<file path="src/rtl/fetch_pkg.sv">
// Shared definitions for the LEGv8 instruction-fetch slice.
//   fetch_state_e    : sequencer states of pc_fetch_unit
//   INSTR_W          : instruction word width
//   RESET_PC_DEFAULT : PC loaded on reset unless overridden
//   TIMEOUT_DEFAULT  : wait-state budget before a fetch is declared lost
package fetch_pkg;

  typedef enum logic [1:0] {
    S_REQ   = 2'd0,
    S_WAIT  = 2'd1,
    S_HOLD  = 2'd2,
    S_FAULT = 2'd3
  } fetch_state_e;

  localparam int          INSTR_W          = 32;
  localparam logic [63:0] RESET_PC_DEFAULT = 64'h0;
  localparam int          TIMEOUT_DEFAULT  = 16;

endpackage

</file>
<file path="src/rtl/fetch_timeout_ctr.sv">
// Wait-state counter for an outstanding instruction fetch.
//   clk, rst : clock and synchronous active-high reset
//   clr      : restart counting from zero (takes priority over en)
//   en       : count one more cycle without a response
//   tc       : counter has reached TIMEOUT-1
// The count saturates at TIMEOUT-1, so tc stays asserted until cleared.
module fetch_timeout_ctr #(
  parameter int TIMEOUT = 16
) (
  input  logic clk,
  input  logic rst,
  input  logic clr,
  input  logic en,
  output logic tc
);

  localparam int            CW     = $clog2(TIMEOUT);
  localparam logic [CW-1:0] TC_VAL = CW'(TIMEOUT - 1);

  logic [CW-1:0] cnt_q, cnt_d;

  always_comb begin
    cnt_d = cnt_q;
    if (clr) begin
      cnt_d = '0;
    end else if (en && (cnt_q != TC_VAL)) begin
      cnt_d = cnt_q + 1'b1;
    end
  end

  always_ff @(posedge clk) begin
    if (rst) begin
      cnt_q <= '0;
    end else begin
      cnt_q <= cnt_d;
    end
  end

  assign tc = (cnt_q == TC_VAL);

endmodule

</file>
<file path="src/rtl/pc_fetch_unit.sv">
// Program-counter register and instruction-fetch sequencer.
//   CLK, Reset            : clock, synchronous active-high reset
//   NextPC                : next-PC result, taken on the decode accept cycle
//   CurrentPC             : registered PC (also the fetch address)
//   IMemReq*              : fetch request channel (valid/ready, address)
//   IMemResp*             : read data return (valid only, no backpressure)
//   InstrValid/Ready      : instruction hand-off to decode
//   Instr, InstrPC        : fetched word and the PC it came from
//   Fault, FaultPC        : sticky fault flag and the PC that caused it
//   RetireCount           : number of instructions accepted by decode
//
// Handshakes: a transfer happens on a rising edge where valid and ready are
// both 1. Once valid is raised it stays up, with its payload unchanged, until
// that transfer; ready may toggle freely and never depends on valid here.
//
// Every output reads 0 while Reset is asserted.
module pc_fetch_unit #(
  parameter logic [63:0] RESET_PC = fetch_pkg::RESET_PC_DEFAULT,
  parameter int          INSTR_W  = fetch_pkg::INSTR_W,
  parameter int          TIMEOUT  = fetch_pkg::TIMEOUT_DEFAULT
) (
  input  logic               CLK,
  input  logic               Reset,
  input  logic [63:0]        NextPC,
  output logic [63:0]        CurrentPC,
  output logic               IMemReqValid,
  input  logic               IMemReqReady,
  output logic [63:0]        IMemReqAddr,
  input  logic               IMemRespValid,
  input  logic [INSTR_W-1:0] IMemRespData,
  output logic               InstrValid,
  input  logic               InstrReady,
  output logic [INSTR_W-1:0] Instr,
  output logic [63:0]        InstrPC,
  output logic               Fault,
  output logic [63:0]        FaultPC,
  output logic [31:0]        RetireCount
);

  import fetch_pkg::*;

  fetch_state_e       state_q, state_d;
  logic [63:0]        pc_q, pc_d;
  logic [63:0]        instr_pc_q, instr_pc_d;
  logic [63:0]        fault_pc_q, fault_pc_d;
  logic [INSTR_W-1:0] instr_q, instr_d;
  logic [31:0]        retire_q, retire_d;

  logic misaligned;
  logic req_fire;
  logic ctr_en;
  logic ctr_tc;

  // A misaligned PC is caught before any request goes out.
  assign misaligned = (pc_q[1:0] != 2'b00);
  assign req_fire   = (state_q == S_REQ) && !misaligned && IMemReqReady;
  assign ctr_en     = (state_q == S_WAIT) && !IMemRespValid;

  fetch_timeout_ctr #(
    .TIMEOUT (TIMEOUT)
  ) u_timeout (
    .clk (CLK),
    .rst (Reset),
    .clr (req_fire),
    .en  (ctr_en),
    .tc  (ctr_tc)
  );

  always_comb begin
    state_d    = state_q;
    pc_d       = pc_q;
    instr_pc_d = instr_pc_q;
    fault_pc_d = fault_pc_q;
    instr_d    = instr_q;
    retire_d   = retire_q;
    case (state_q)
      S_REQ: begin
        if (misaligned) begin
          state_d    = S_FAULT;
          fault_pc_d = pc_q;
        end else if (IMemReqReady) begin
          state_d = S_WAIT;
        end
      end
      S_WAIT: begin
        // Response beats timeout when both happen in the same cycle.
        if (IMemRespValid) begin
          instr_d    = IMemRespData;
          instr_pc_d = pc_q;
          state_d    = S_HOLD;
        end else if (ctr_tc) begin
          state_d    = S_FAULT;
          fault_pc_d = pc_q;
        end
      end
      S_HOLD: begin
        if (InstrReady) begin
          pc_d     = NextPC;
          retire_d = retire_q + 32'd1;
          state_d  = S_REQ;
        end
      end
      S_FAULT: begin
        state_d = S_FAULT;
      end
      default: begin
        state_d = S_FAULT;
      end
    endcase
  end

  always_ff @(posedge CLK) begin
    if (Reset) begin
      state_q    <= S_REQ;
      pc_q       <= RESET_PC;
      instr_pc_q <= '0;
      fault_pc_q <= '0;
      instr_q    <= '0;
      retire_q   <= '0;
    end else begin
      state_q    <= state_d;
      pc_q       <= pc_d;
      instr_pc_q <= instr_pc_d;
      fault_pc_q <= fault_pc_d;
      instr_q    <= instr_d;
      retire_q   <= retire_d;
    end
  end

  assign CurrentPC    = Reset ? 64'h0 : pc_q;
  assign IMemReqAddr  = Reset ? 64'h0 : pc_q;
  assign IMemReqValid = !Reset && (state_q == S_REQ) && !misaligned;
  assign InstrValid   = !Reset && (state_q == S_HOLD);
  assign Instr        = Reset ? '0 : instr_q;
  assign InstrPC      = Reset ? 64'h0 : instr_pc_q;
  assign Fault        = !Reset && (state_q == S_FAULT);
  assign FaultPC      = Reset ? 64'h0 : fault_pc_q;
  assign RetireCount  = Reset ? 32'h0 : retire_q;

endmodule

</file>
<file path="config.mk">
export PLATFORM = sky130hd
export DESIGN_NAME = pc_fetch_unit
export DESIGN_NICKNAME = d
export VERILOG_FILES = /design/src/rtl/fetch_pkg.sv /design/src/rtl/fetch_timeout_ctr.sv /design/src/rtl/pc_fetch_unit.sv
export SDC_FILE = /design/constraint.sdc
export NUM_CORES = 1
export LEC_CHECK = 0
export CAP_MARGIN = 20
export CORE_ASPECT_RATIO = 0.6
export CORE_UTILIZATION = 35
export DETAILED_ROUTE_END_ITERATION = 10
export PLACE_DENSITY = 0.66
export SYNTH_ARGS = -nofsm -noshare
export SYNTH_HDL_FRONTEND = slang
export SYNTH_SLANG_ARGS = --single-unit
</file>
<file path="constraint.sdc">
create_clock -name CLK -period 3.59 [get_ports CLK]
set_input_delay 0.5385 -clock CLK [delete_from_list [all_inputs] [get_ports CLK]]
set_output_delay 0.5385 -clock CLK [all_outputs]
set_load 0.005 [all_outputs]
</file>
* Yosys cells after proc, flatten, opt, wreduce, memory -nomap -nowiden
Index checks and enable logic that the tools add are counted.
** Operators by class
- Reduce and logical (&&, ||, !) cells :: 19
- Mux-type cells :: 15
- Equal/unequal tests :: 11
- Add/subtract/negate cells :: 2
** Operator list (count)
- 2-to-1 mux 64 bit :: 6
- one-hot mux 64 bit (2 select lines) :: 1
- 2-to-1 mux 32 bit :: 2
- adder 32 x 1 -> 32 bit, second input constant :: 1
- 2-to-1 mux 2 bit :: 5
- logical AND 1 bit :: 8
- != test 2 bit, second input constant :: 4
- one-hot mux 2 bit (4 select lines) :: 1
- != test 3 bit, second input constant :: 2
- adder 4 x 1 -> 4 bit, second input constant :: 1
- equality test 2 bit, second input constant :: 2
- equality test 4 bit, second input constant :: 1
- != test 4 bit, second input constant :: 1
- AND reduction 2 bit :: 2
- AND reduction 4 bit :: 1
- nonzero test 2 bit :: 2
- zero test 1 bit :: 3
- AND reduction 3 bit :: 1
- equality test 2 x 1 -> 1 bit, second input constant :: 1
- zero test 2 bit :: 1
- OR reduction 2 bit :: 1
** Storage, ports and cells
- Register bits after elaboration :: 262
- Bits of input ports :: 101
- Word-level logic and storage cells :: 54
- Output and inout bits :: 323

* Longest topological paths before layout
Gate-level depths: netlist of run 1.
- Depth after elaboration :: 5
- Gate-level depth with buffers :: 6
- Depth with buffers taken out :: 5

* By module
Synthesis of run 1 repeated with hierarchy kept, for this count alone.
** Second synthesis, totals
- Cell total of the unflattened synthesis :: 1341
- Area total of the unflattened synthesis :: 11223.3 um^2
** By module, submodules not included
- pc_fetch_unit :: cells an instance 1319, instances 1, area each 11011.8 um^2, sequential area each 5165.0 um^2
- fetch_timeout_ctr :: cells an instance 22, instances 1, area each 211.5 um^2, sequential area each 80.1 um^2

* Worst setup path after synthesis of run 1
No wires, ideal clock.
- Path type :: input-to-output
- From :: input Reset
- To :: output Fault
- Data required time :: 3052 ps
- Buffers on the path :: 4
- Arrival time :: 1625 ps
- Path slack :: 1426 ps
- Cell stages on the path :: 5
- Path through :: buf_2 clkbuf_1 buf_1 clkbuf_1 nor2_1
** Between the ends
- Longest elaborated chain between the ends :: 2
** Ends and longest elaborated chain
- from (decl) :: RTL line pc_fetch_unit.sv:23 : input logic Reset,
- zero test 1 bit :: RTL line pc_fetch_unit.sv:136 : assign Fault = !Reset && (state_q == S_FAULT);
- logical AND 1 bit :: RTL line pc_fetch_unit.sv:136
- to (decl) :: RTL line pc_fetch_unit.sv:35 : output logic Fault,
No other way between the ends.

* Worst setup path in the final report of run 1
- From :: register state_q[1]
- To :: output InstrValid
** Between the ends
- Longest elaborated chain between the ends :: 2
** Ends and longest elaborated chain
- from (decl) :: RTL line pc_fetch_unit.sv:42 : fetch_state_e state_q, state_d;
- from (signal assigned) :: RTL line pc_fetch_unit.sv:121 : state_q <= state_d;
- equality test 2 bit :: RTL line pc_fetch_unit.sv:133 : assign InstrValid = !Reset && (state_q == S_HOLD);
- logical AND 1 bit :: RTL line pc_fetch_unit.sv:133
- to (decl) :: RTL line pc_fetch_unit.sv:31 : output logic InstrValid,
No other way between the ends.

==> reports/results.ini, run 1 <==
[outcome]
status = finished, final reports clean

[drt]
drt-total-wl_um = 36400
vias_per_cell = 5.01
ant_nets = 0
vias = 10403
first_pass_iters = 5
drt_iter0_drc = 594
wire_per_inst_um = 17.5
drc = 0

[critical_path]
path_max_fanout = 36
start_kind = register
worstPathRequired_ps = 3050
cp.depth = 3
cpPeakStageDelay_ps = 760
crit_path_start = state_q[1]
worstSetupPathType = register to primary output
worstPathArrival_ps = 2440
cp_slowest_cell = dfxtp_2
crit_buf_inv = 2
cp-end-kind = primary output
cpLargestDelayFamily = buffers and inverters
r2r_cells = 4
worst_r2r_startpoint = state_q[1]
cp_cell_sequence = inv_2, nor3_1, clkdlybuf4s50_1

[global_route]
antenna_found_initial = 0
grt.total_usage = 0.212
grt.overflow.total = 0
grt_max_degree = 95
grt_pass1_wl_um = 56800
grt_pass1_vias = 9963

[finish]
diodes = 0
multi_input_area_mm2 = 0.00520
mostFrequentLayoutCells = 422 x clkdlybuf4s50_1, 261 x dfxtp_1, 249 x nor2b_1
nFillCells = 2907
final_common_cell = clkdlybuf4s50_1
layout-drive-gt1-share = 0.0590
final-seq-area_mm2 = 0.00525
fin_nets = 1744
area_growth_pct = 43.9
finalInstanceArea_mm2 = 0.0164

[sta]
setup_tns_ps = 0
timing_hold_violations_final = 0
report.final.slew_viol_count = 0
skew_ps = 20.7
tightest_slew_ps = 780
layout_worst_path_cycle_share = 0.829
setup_viol = 0
relSlewSlack = 0.480
period_minus_slack_ps = 2970
rsz0062_at_grt = false
fmax_mhz = 336

[logic_synthesis]
ys_warn_count = 0
synth.cell_area_mm2 = 0.0114
netlist.area_leader.share = 0.461
synth-async-reset-ratio = 0
synthFlopType = dfxtp_1
synth_edf_count = 0
synth.avg_cell_area_um2 = 8.49
synth_cell_types = 33
ys_seq_elements = 262
synth_cells = 1341
syn-num-nets = 1444
ys_seq_area_frac = 0.461
synth_area_leaders = dfxtp_1 46%, nor2b_1 14%, o22a_1 7.5%, a21oi_1 5.9%, nand2_1 4.7%
yosysTopAreaCell = dfxtp_1

[die]
die-area_mm2 = 0.0333
die_h_um = 142
ioPinCount = 424
initial_core_util = 0.360
num_rows = 50
die_w_um = 235
core_area_mm2 = 0.0316

[clocking]
root_buffer = clkbuf_16
clk_path_buf_depth = 3
post_cts.repair.setup_buffers = 0
clk_latency_ps = 550
clkTransAtPathRegs_ps = 60
numCtsBuffers = 27
cts_resized = 0
htree_levels = 1
cts_tree = built
cts_sinks = 262
ctsHoldBuffers = 0

[placement]
portBuffers = 423
place_hpwl_um = 24900
placed_area_mm2 = 0.0155
gp_congestion = 0.805

[flow_run]
maxCapViolCount = 0

[pwr]
p_leak_nw = 5.72
p_per_area_mw_per_mm2 = 428
ir_worst_vdd_mv = 0.285

[worst_hold_path]
hold_class = register to register
worstHoldPathCells = 2
worstHoldStart = fault_pc_q[17]

==> cells by family (layout without fill, tap and decap cells) <==
kind of cell,Yosys count,after routing,synth area share
AOI/OAI and AO/OA,306,306,0.168
xor gates and xnor gates,11,11,0.00846
adders and majority gates,2,2,0.00220
buffers and inverters,185,504,0.0845
DFF,262,262,0.461
muxes,19,19,0.0188
and+or+nand+nor,556,556,0.257
==> state kept, by name, summed over array words and instances (netlist names) <==
| signal | flops |
|---|---|
| fault_pc_q | 64 |
| instr_pc_q | 64 |
| instr_q | 32 |
| pc_q | 64 |
| retire_q | 32 |
| state_q | 2 |
| u_timeout.cnt_q | 4 |
==> cells in the mapped netlist, drive strengths merged (2+ instances only) <==
master	number
ha	2
nor2b	249
xnor2	3
or3	4
and4	6
and3	3
nand3	79
o22a	97
nand4	5
clkbuf	82
dfxtp	262
nor2	42
buf	94
nor4	6
nand2	143
mux2	19
o31ai	2
nor3	15
o21ai	69
a21oi	135
inv	9
xor2	8
==> power breakdown <==
group          switching [mW]  internal, mW
Sequential             0.0991          3.06
Clock                    1.20          1.71
Combinational           0.482         0.457
Total                    1.79          5.23
==> worst min-delay path, delay by kind of cell, from the launching register on <==
family             cells  cell delay (ps)
DFF                    1              300
AOI/OAI and AO/OA      2              120
==> metrics by stage <==
stage / setup slack, ps / total power, mW / instances / hold WS [ps] / utilization
after floorplan: 1430 / 3.69 / 1341 / 447 / -
after global placement: 548 / 4.15 / 2028 / 457 / 0.490
after detailed placement: 504 / 4.17 / 2028 / 462 / 0.490
after CTS: 530 / 7.10 / 2076 / 461 / 0.518
after global routing: 459 / 7.32 / 2076 / 491 / 0.518
final: 615 / 7.01 / 2076 / 470 / 0.518
==> routing by layer <==
metal | track usage | wire length (um)
met5 | 0 | 0
met4 | 0.0533 | 874
met3 | 0.0582 | 2770
met2 | 0.340 | 16500
met1 | 0.282 | 16300
==> final cells by class <==
| cell class | instances | area share |
|---|---|---|
| Timing Repair Buffer | 447 | 0.273 |
| Tap cell | 416 | 0.0318 |
| Clock buffer | 32 | 0.0436 |
| Sequential cell | 262 | 0.320 |
| Multi-Input combinational cell | 894 | 0.318 |
| Inverter | 9 | 0.00206 |
| Clock inverter | 16 | 0.0118 |
==> path summary, 6_finish.rpt <==
path / slack (ps) / endpoint
worst max register to register: 660 / retire_q[31]
worst min-delay path: 470 / fault_pc_q[17]
worst min register to register: 470 / fault_pc_q[17]
worst max-delay path: 620 / InstrValid
(Power assumes the default switching activity.)
==> run 2: changes to the inputs <==
Settings changed: PLACE_DENSITY 0.66 to 0.68.
Clock period 3.59 ns to 2.6 ns, I/O delays scaled along.
==> run 2 against run 1 <==
- final area up 0.73%
- setup slack lost 450 ps
- flip-flop and latch count stayed put
- sequential power increased by 37%
- die area stayed put
- clock power grew 28%
- highest routed layer unchanged
==> reports/results.ini, run 2 (same netlist as run 1, synthesis figures left out) <==
[sta]
relSlewSlack = 0.595  ; +0.115
setup_tns_ps = 0  ; unchanged
period_minus_slack_ps = 2430
report.final.slew_viol_count = 0  ; unchanged
layout_worst_path_cycle_share = 0.936
timing_hold_violations_final = 0  ; unchanged
tightest_slew_ps = 606  ; -174 ps
setup_viol = 0  ; unchanged
rsz0062_at_grt = false
skew_ps = 8.05  ; -12.7 ps
fmax_mhz = 411

[die]
core_area_mm2 = 0.0316  ; unchanged
die_h_um = 142  ; unchanged
die-area_mm2 = 0.0333  ; unchanged
num_rows = 50  ; unchanged
initial_core_util = 0.360  ; unchanged
ioPinCount = 424  ; unchanged
die_w_um = 235  ; unchanged

[drt]
vias_per_cell = 5.00  ; -0.29%
drt_iter0_drc = 616  ; +3.7%
drt-total-wl_um = 36500  ; +0.24%
vias = 10433  ; +0.29%
first_pass_iters = 5  ; unchanged
wire_per_inst_um = 17.5  ; -0.34%
ant_nets = 0  ; unchanged
drc = 0  ; unchanged

[critical_path]
r2r_slack_ps = 470  ; -190 ps
worstSetupPathType = register to primary output
crit_path_frequent_cell = nor2_1
path_max_fanout = 16  ; -56%
crit_path_end = IMemReqValid
cpPeakStageDelay_ps = 560  ; -200 ps
cp_cell_sequence = buf_4, nor2_1, nand2_1, nor2_1, clkdlybuf4s50_1
r2r_cells = 4  ; unchanged
worst_r2r_startpoint = retire_q[11]
cp-end-kind = primary output
r2r_end = retire_q[31]
worstPathRequired_ps = 2210  ; -840 ps
worstPathArrival_ps = 2040  ; -400 ps
cp_slowest_cell = clkdlybuf4s50_1
start_kind = register
crit_path_start = state_q[1]

[clocking]
numCtsBuffers = 26  ; -3.7%
cts_tree = built
root_buffer = clkbuf_16
clk_path_buf_depth = 3  ; unchanged
htree_levels = 1  ; unchanged
cts_resized = 0  ; unchanged
clkTransAtPathRegs_ps = 60  ; about the same
ctsHoldBuffers = 0  ; unchanged
post_cts.repair.setup_buffers = 0  ; unchanged
cts_sinks = 262  ; unchanged
clk_latency_ps = 540  ; about the same

[global_route]
grtUsageMet3 = 0.0578  ; -0.000389
grtUsageMet2 = 0.348  ; +0.00846
grt.overflow.total = 0  ; unchanged
grt.total_usage = 0.212  ; about the same
antenna_found_initial = 0  ; unchanged
busiest_layer = met2
grt_pass1_vias = 9926  ; -0.37%
grt_pass1_wl_um = 57100  ; +0.57%
grt_max_degree = 97  ; +2.1%
met1_usage = 0.279  ; -0.00211

[worst_hold_path]
hold_class = input port to register
worstHoldPathCells = 2  ; unchanged

[placement]
placed_area_mm2 = 0.0157  ; +1.2%
portBuffers = 423  ; unchanged
gp_congestion = 0.797  ; -1.1%
place_hpwl_um = 25000  ; +0.64%

[pwr]
p_leak_nw = 5.77  ; +0.90%
p_per_area_mw_per_mm2 = 572  ; +34%
ir_worst_vdd_mv = 0.402  ; +41%

[flow_run]
maxCapViolCount = 0  ; unchanged

[finish]
fin_nets = 1757  ; +0.75%
mostFrequentLayoutCells = 422 x clkdlybuf4s50_1, 261 x dfxtp_1, 249 x nor2b_1
diodes = 0  ; unchanged
area_growth_pct = 44.9
final_common_cell = clkdlybuf4s50_1
layout-drive-gt1-share = 0.0634  ; +0.00436
finalInstanceArea_mm2 = 0.0165  ; +0.73%
reg_top3 = fault_pc_q: 64 flops, instr_pc_q: 64 flops, pc_q: 64 flops

[outcome]
status = finished, final reports clean

[run 2: cell types whose count changed in the layout (fill, tap and decap cells not counted), moves of 2 or more]
cell | previous run | this run
clkbuf_1 | 3 | 7
buf_12 | 4 | 11
buf_4 | 20 | 27
bufinv_16 | 4 | 1
clkinv_2 | 8 | 4
clkbuf_8 | 2 | 4
[run 2: critical path, delay by kind of cell, from the launching register on]
family | cells | cell delay [ps]
flip-flops | 1 | 410
buffers and inverters | 2 | 730
AND/OR/NAND/NOR | 3 | 370
[run 2: final cells by class]
class                           instances  area, um2
Sequential cell                       262       5250
Fill cell                            2860      15100
Inverter                                9       33.8
Clock buffer                           38        757
Multi-Input combinational cell        894       5200
Clock inverter                          8       73.8
Timing Repair Buffer                  461       4660
Tap cell                              416        520
[run 2: stage by stage]
step | total power, mW | hold WS (ps) | utilization | cells | setup WS (ps)
after floorplan | 5.09 | 447 | - | 1341 | 733
after global placement | 5.79 | 456 | 0.496 | 2042 | 383
final | 9.44 | 230 | 0.522 | 2088 | 166
after global routing | 9.86 | 232 | 0.522 | 2088 | 32.5
after CTS | 9.55 | 234 | 0.522 | 2088 | 114
after detailed placement | 5.81 | 462 | 0.496 | 2042 | 420
[run 2: worst min path at each step]
| stage | slack [ps] | to | from |
|---|---|---|---|
| 2_1_floorplan | 450 | u_timeout.cnt_q[1] | u_timeout.cnt_q[1] |
| 3_3_place_gp | 460 | fault_pc_q[13] | fault_pc_q[13] |
| 3_5_place_dp | 460 | fault_pc_q[29] | fault_pc_q[29] |
| 4_1_cts | 230 | pc_q[58] | Reset |
| 5_1_grt | 230 | pc_q[58] | Reset |
| 6_report | 230 | pc_q[58] | Reset |
[run 2: per-layer routing]
layer / routed length, um / part of all wire
met5: 0 / 0
met4: 558 / 0.015
met3: 2480 / 0.068
met2: 17100 / 0.47
met1: 16400 / 0.45
[run 2: power by group]
part           switching, mW  leakage [nW]  internal (mW)
Clock                   1.61         0.404           2.12
Combinational          0.702          3.24          0.672
Sequential             0.112          2.12           4.23
==> run 3: changes to the inputs <==
Settings changed: CTS_CLUSTER_DIAMETER from default to 40.
==> run 3 against run 2 <==
- register-to-register slack is essentially flat
- utilization grew 1.2 points
- highest routed layer unchanged
- sequential share of layout area shrank 0.72 points
- critical endpoint unchanged
- sequential power is essentially flat
==> reports/results.ini, run 3 (same netlist as run 1, synthesis figures left out) <==
[drt]
ant_nets = 0  ; unchanged
vias = 10485  ; +0.50%
drt_iter0_drc = 580  ; -5.8%
first_pass_iters = 5  ; unchanged
drc = 0  ; unchanged
drt-total-wl_um = 36800  ; +0.83%
wire_per_inst_um = 17.5  ; about the same
vias_per_cell = 4.98  ; -0.31%

[sta]
timing.final.ws_setup_ps = 171  ; +4.58 ps
period_minus_slack_ps = 2430  ; -4.58 ps
setup_tns_ps = 0  ; unchanged
timing.hold.ws_ps = 250  ; +19.9 ps
skew_ps = 15.3  ; +7.26 ps
setup_viol = 0  ; unchanged
tightest_slew_ps = 625  ; +18.6 ps
rsz0062_at_grt = false
timing_hold_violations_final = 0  ; unchanged
layout_worst_path_cycle_share = 0.934  ; -0.00176
report.final.slew_viol_count = 0  ; unchanged
relSlewSlack = 0.582  ; -0.0124
fmax_mhz = 412  ; +0.19%

[placement]
placedCellCount = 2042  ; unchanged
pre_cts_slack_ps = 420  ; unchanged
portBuffers = 423  ; unchanged
gp_congestion = 0.797  ; unchanged
place_hpwl_um = 25000  ; unchanged

[outcome]
status = finished, final reports clean

[die]
core_area_mm2 = 0.0316  ; unchanged
die-area_mm2 = 0.0333  ; unchanged
die_h_um = 142  ; unchanged
initial_core_util = 0.360  ; unchanged
num_rows = 50  ; unchanged
die_w_um = 235  ; unchanged
ioPinCount = 424  ; unchanged

[clocking]
root_buffer = clkbuf_16
clk_latency_ps = 520  ; -20 ps
post_cts.repair.setup_buffers = 0  ; unchanged
htree_levels = 2  ; +1
cts_sinks = 262  ; unchanged
cts_resized = 0  ; unchanged
ctsHoldBuffers = 0  ; unchanged
cts_tree = built
numCtsBuffers = 36  ; +38%
clk_path_buf_depth = 3  ; unchanged
clkTransAtPathRegs_ps = 50  ; about the same

[critical_path]
worstPathArrival_ps = 2040  ; about the same
start_kind = register
cp-end-kind = primary output
worstPathRequired_ps = 2210  ; about the same
worstSetupPathType = register to primary output
path_max_fanout = 16  ; unchanged

[finish]
area_growth_pct = 48.2
multi_input_area_mm2 = 0.00520  ; unchanged
layout-drive-gt1-share = 0.0764  ; +0.0130
mostFrequentLayoutCells = 422 x clkdlybuf4s50_1, 261 x dfxtp_1, 249 x nor2b_1
fin_nets = 1767  ; +0.57%
nFillCells = 2846  ; -0.49%
reg_top3 = fault_pc_q: 64 flops, instr_pc_q: 64 flops, pc_q: 64 flops
diodes = 0  ; unchanged
final-seq-area_mm2 = 0.00525  ; about the same
fin_cells = 2105  ; +0.81%
final_common_cell = clkdlybuf4s50_1

[pwr]
p_per_area_mw_per_mm2 = 632  ; +10%
netSwitchingFraction = 0.257  ; +0.000366
switchingPower_mw = 2.74  ; +13%
clkPwrFrac = 0.464  ; +0.069
ir_worst_vdd_mv = 0.432  ; +7.5%
p_leak_nw = 5.95  ; +3.2%
p_int_mw = 7.92  ; +13%
p_seq_frac = 0.407  ; -0.053
total_power_mw = 10.7  ; +13%
p_comb_frac = 0.129  ; -0.017

[global_route]
grt_pass1_wl_um = 57500  ; +0.63%
grt_max_degree = 97  ; unchanged
antenna_found_initial = 0  ; unchanged
grt.total_usage = 0.214  ; +0.00230
grt_pass1_vias = 10115  ; +1.9%
grt.overflow.total = 0  ; unchanged

[worst_hold_path]
hold_class = input port to register

[flow_run]
maxCapViolCount = 0  ; unchanged

-- run 3: cell count changes in the layout (fill, tap and decap cells not counted) --
cell        delta
dfxtp_2        +1
clkbuf_16     +10
clkinv_4       +6
clkbuf_8       -1
clkinvlp_4     +1
inv_6          +3
inv_8          +1
dfxtp_4        -1
clkinv_2       +1
bufinv_16      +2
clkbuf_1       -6
-- run 3: metrics by stage --
step	area (um2)	utilization
3_5_place_dp	15700	0.496
6_report	16900	0.534
4_1_cts	16900	0.534
2_1_floorplan	11400	-
3_3_place_gp	15700	0.496
5_1_grt	16900	0.534
-- run 3: path summary, 6_finish.rpt --
kind | startpoint | to | slack [ps] | cells after the start
setup / recovery | state_q[1] | IMemReqValid | 170 | 5
hold / removal | Reset | pc_q[56] | 250 | 2
setup reg to reg | retire_q[13] | retire_q[31] | 460 | 4
hold reg to reg | fault_pc_q[29] | fault_pc_q[29] | 470 | 2
-- run 3: power groups by stage --
stage | combinational (mW) | sequential, mW | clock, mW
6_report | 1.38 | 4.34 | 4.94
5_1_grt | 1.49 | 4.36 | 5.24
4_1_cts | 1.39 | 4.34 | 5.05
3_5_place_dp | 1.38 | 4.43 | 0
3_3_place_gp | 1.36 | 4.42 | 0
2_1_floorplan | 0.718 | 4.38 | 0
-- run 3: worst max-delay path, stage by stage (launching register included) --
cell and delay, ps:
dfxtp_2 420, buf_4 200, nor2_1 180, nand2_1 80, nor2_1 100, clkdlybuf4s50_1 560
-- run 3: routing by layer --
metal | up-vias | part of all wire | GRT usage | wire, um
met5 | - | 0 | 0 | 0
li1 | 5127 | - | - | -
met3 | 42 | 0.069 | 0.0623 | 2540
met2 | 321 | 0.47 | 0.349 | 17200
met4 | 0 | 0.017 | 0.0575 | 616
met1 | 4995 | 0.45 | 0.277 | 16400
-- run 3: cell type report --
type / instances / share of cell area
sequential: 262 / 0.311
multi-input combinational: 894 / 0.308
timing repair buffer: 461 / 0.276
clock buffer: 41 / 0.0575
tap: 416 / 0.0308
clock inverter: 22 / 0.0140
inverter: 9 / 0.00200
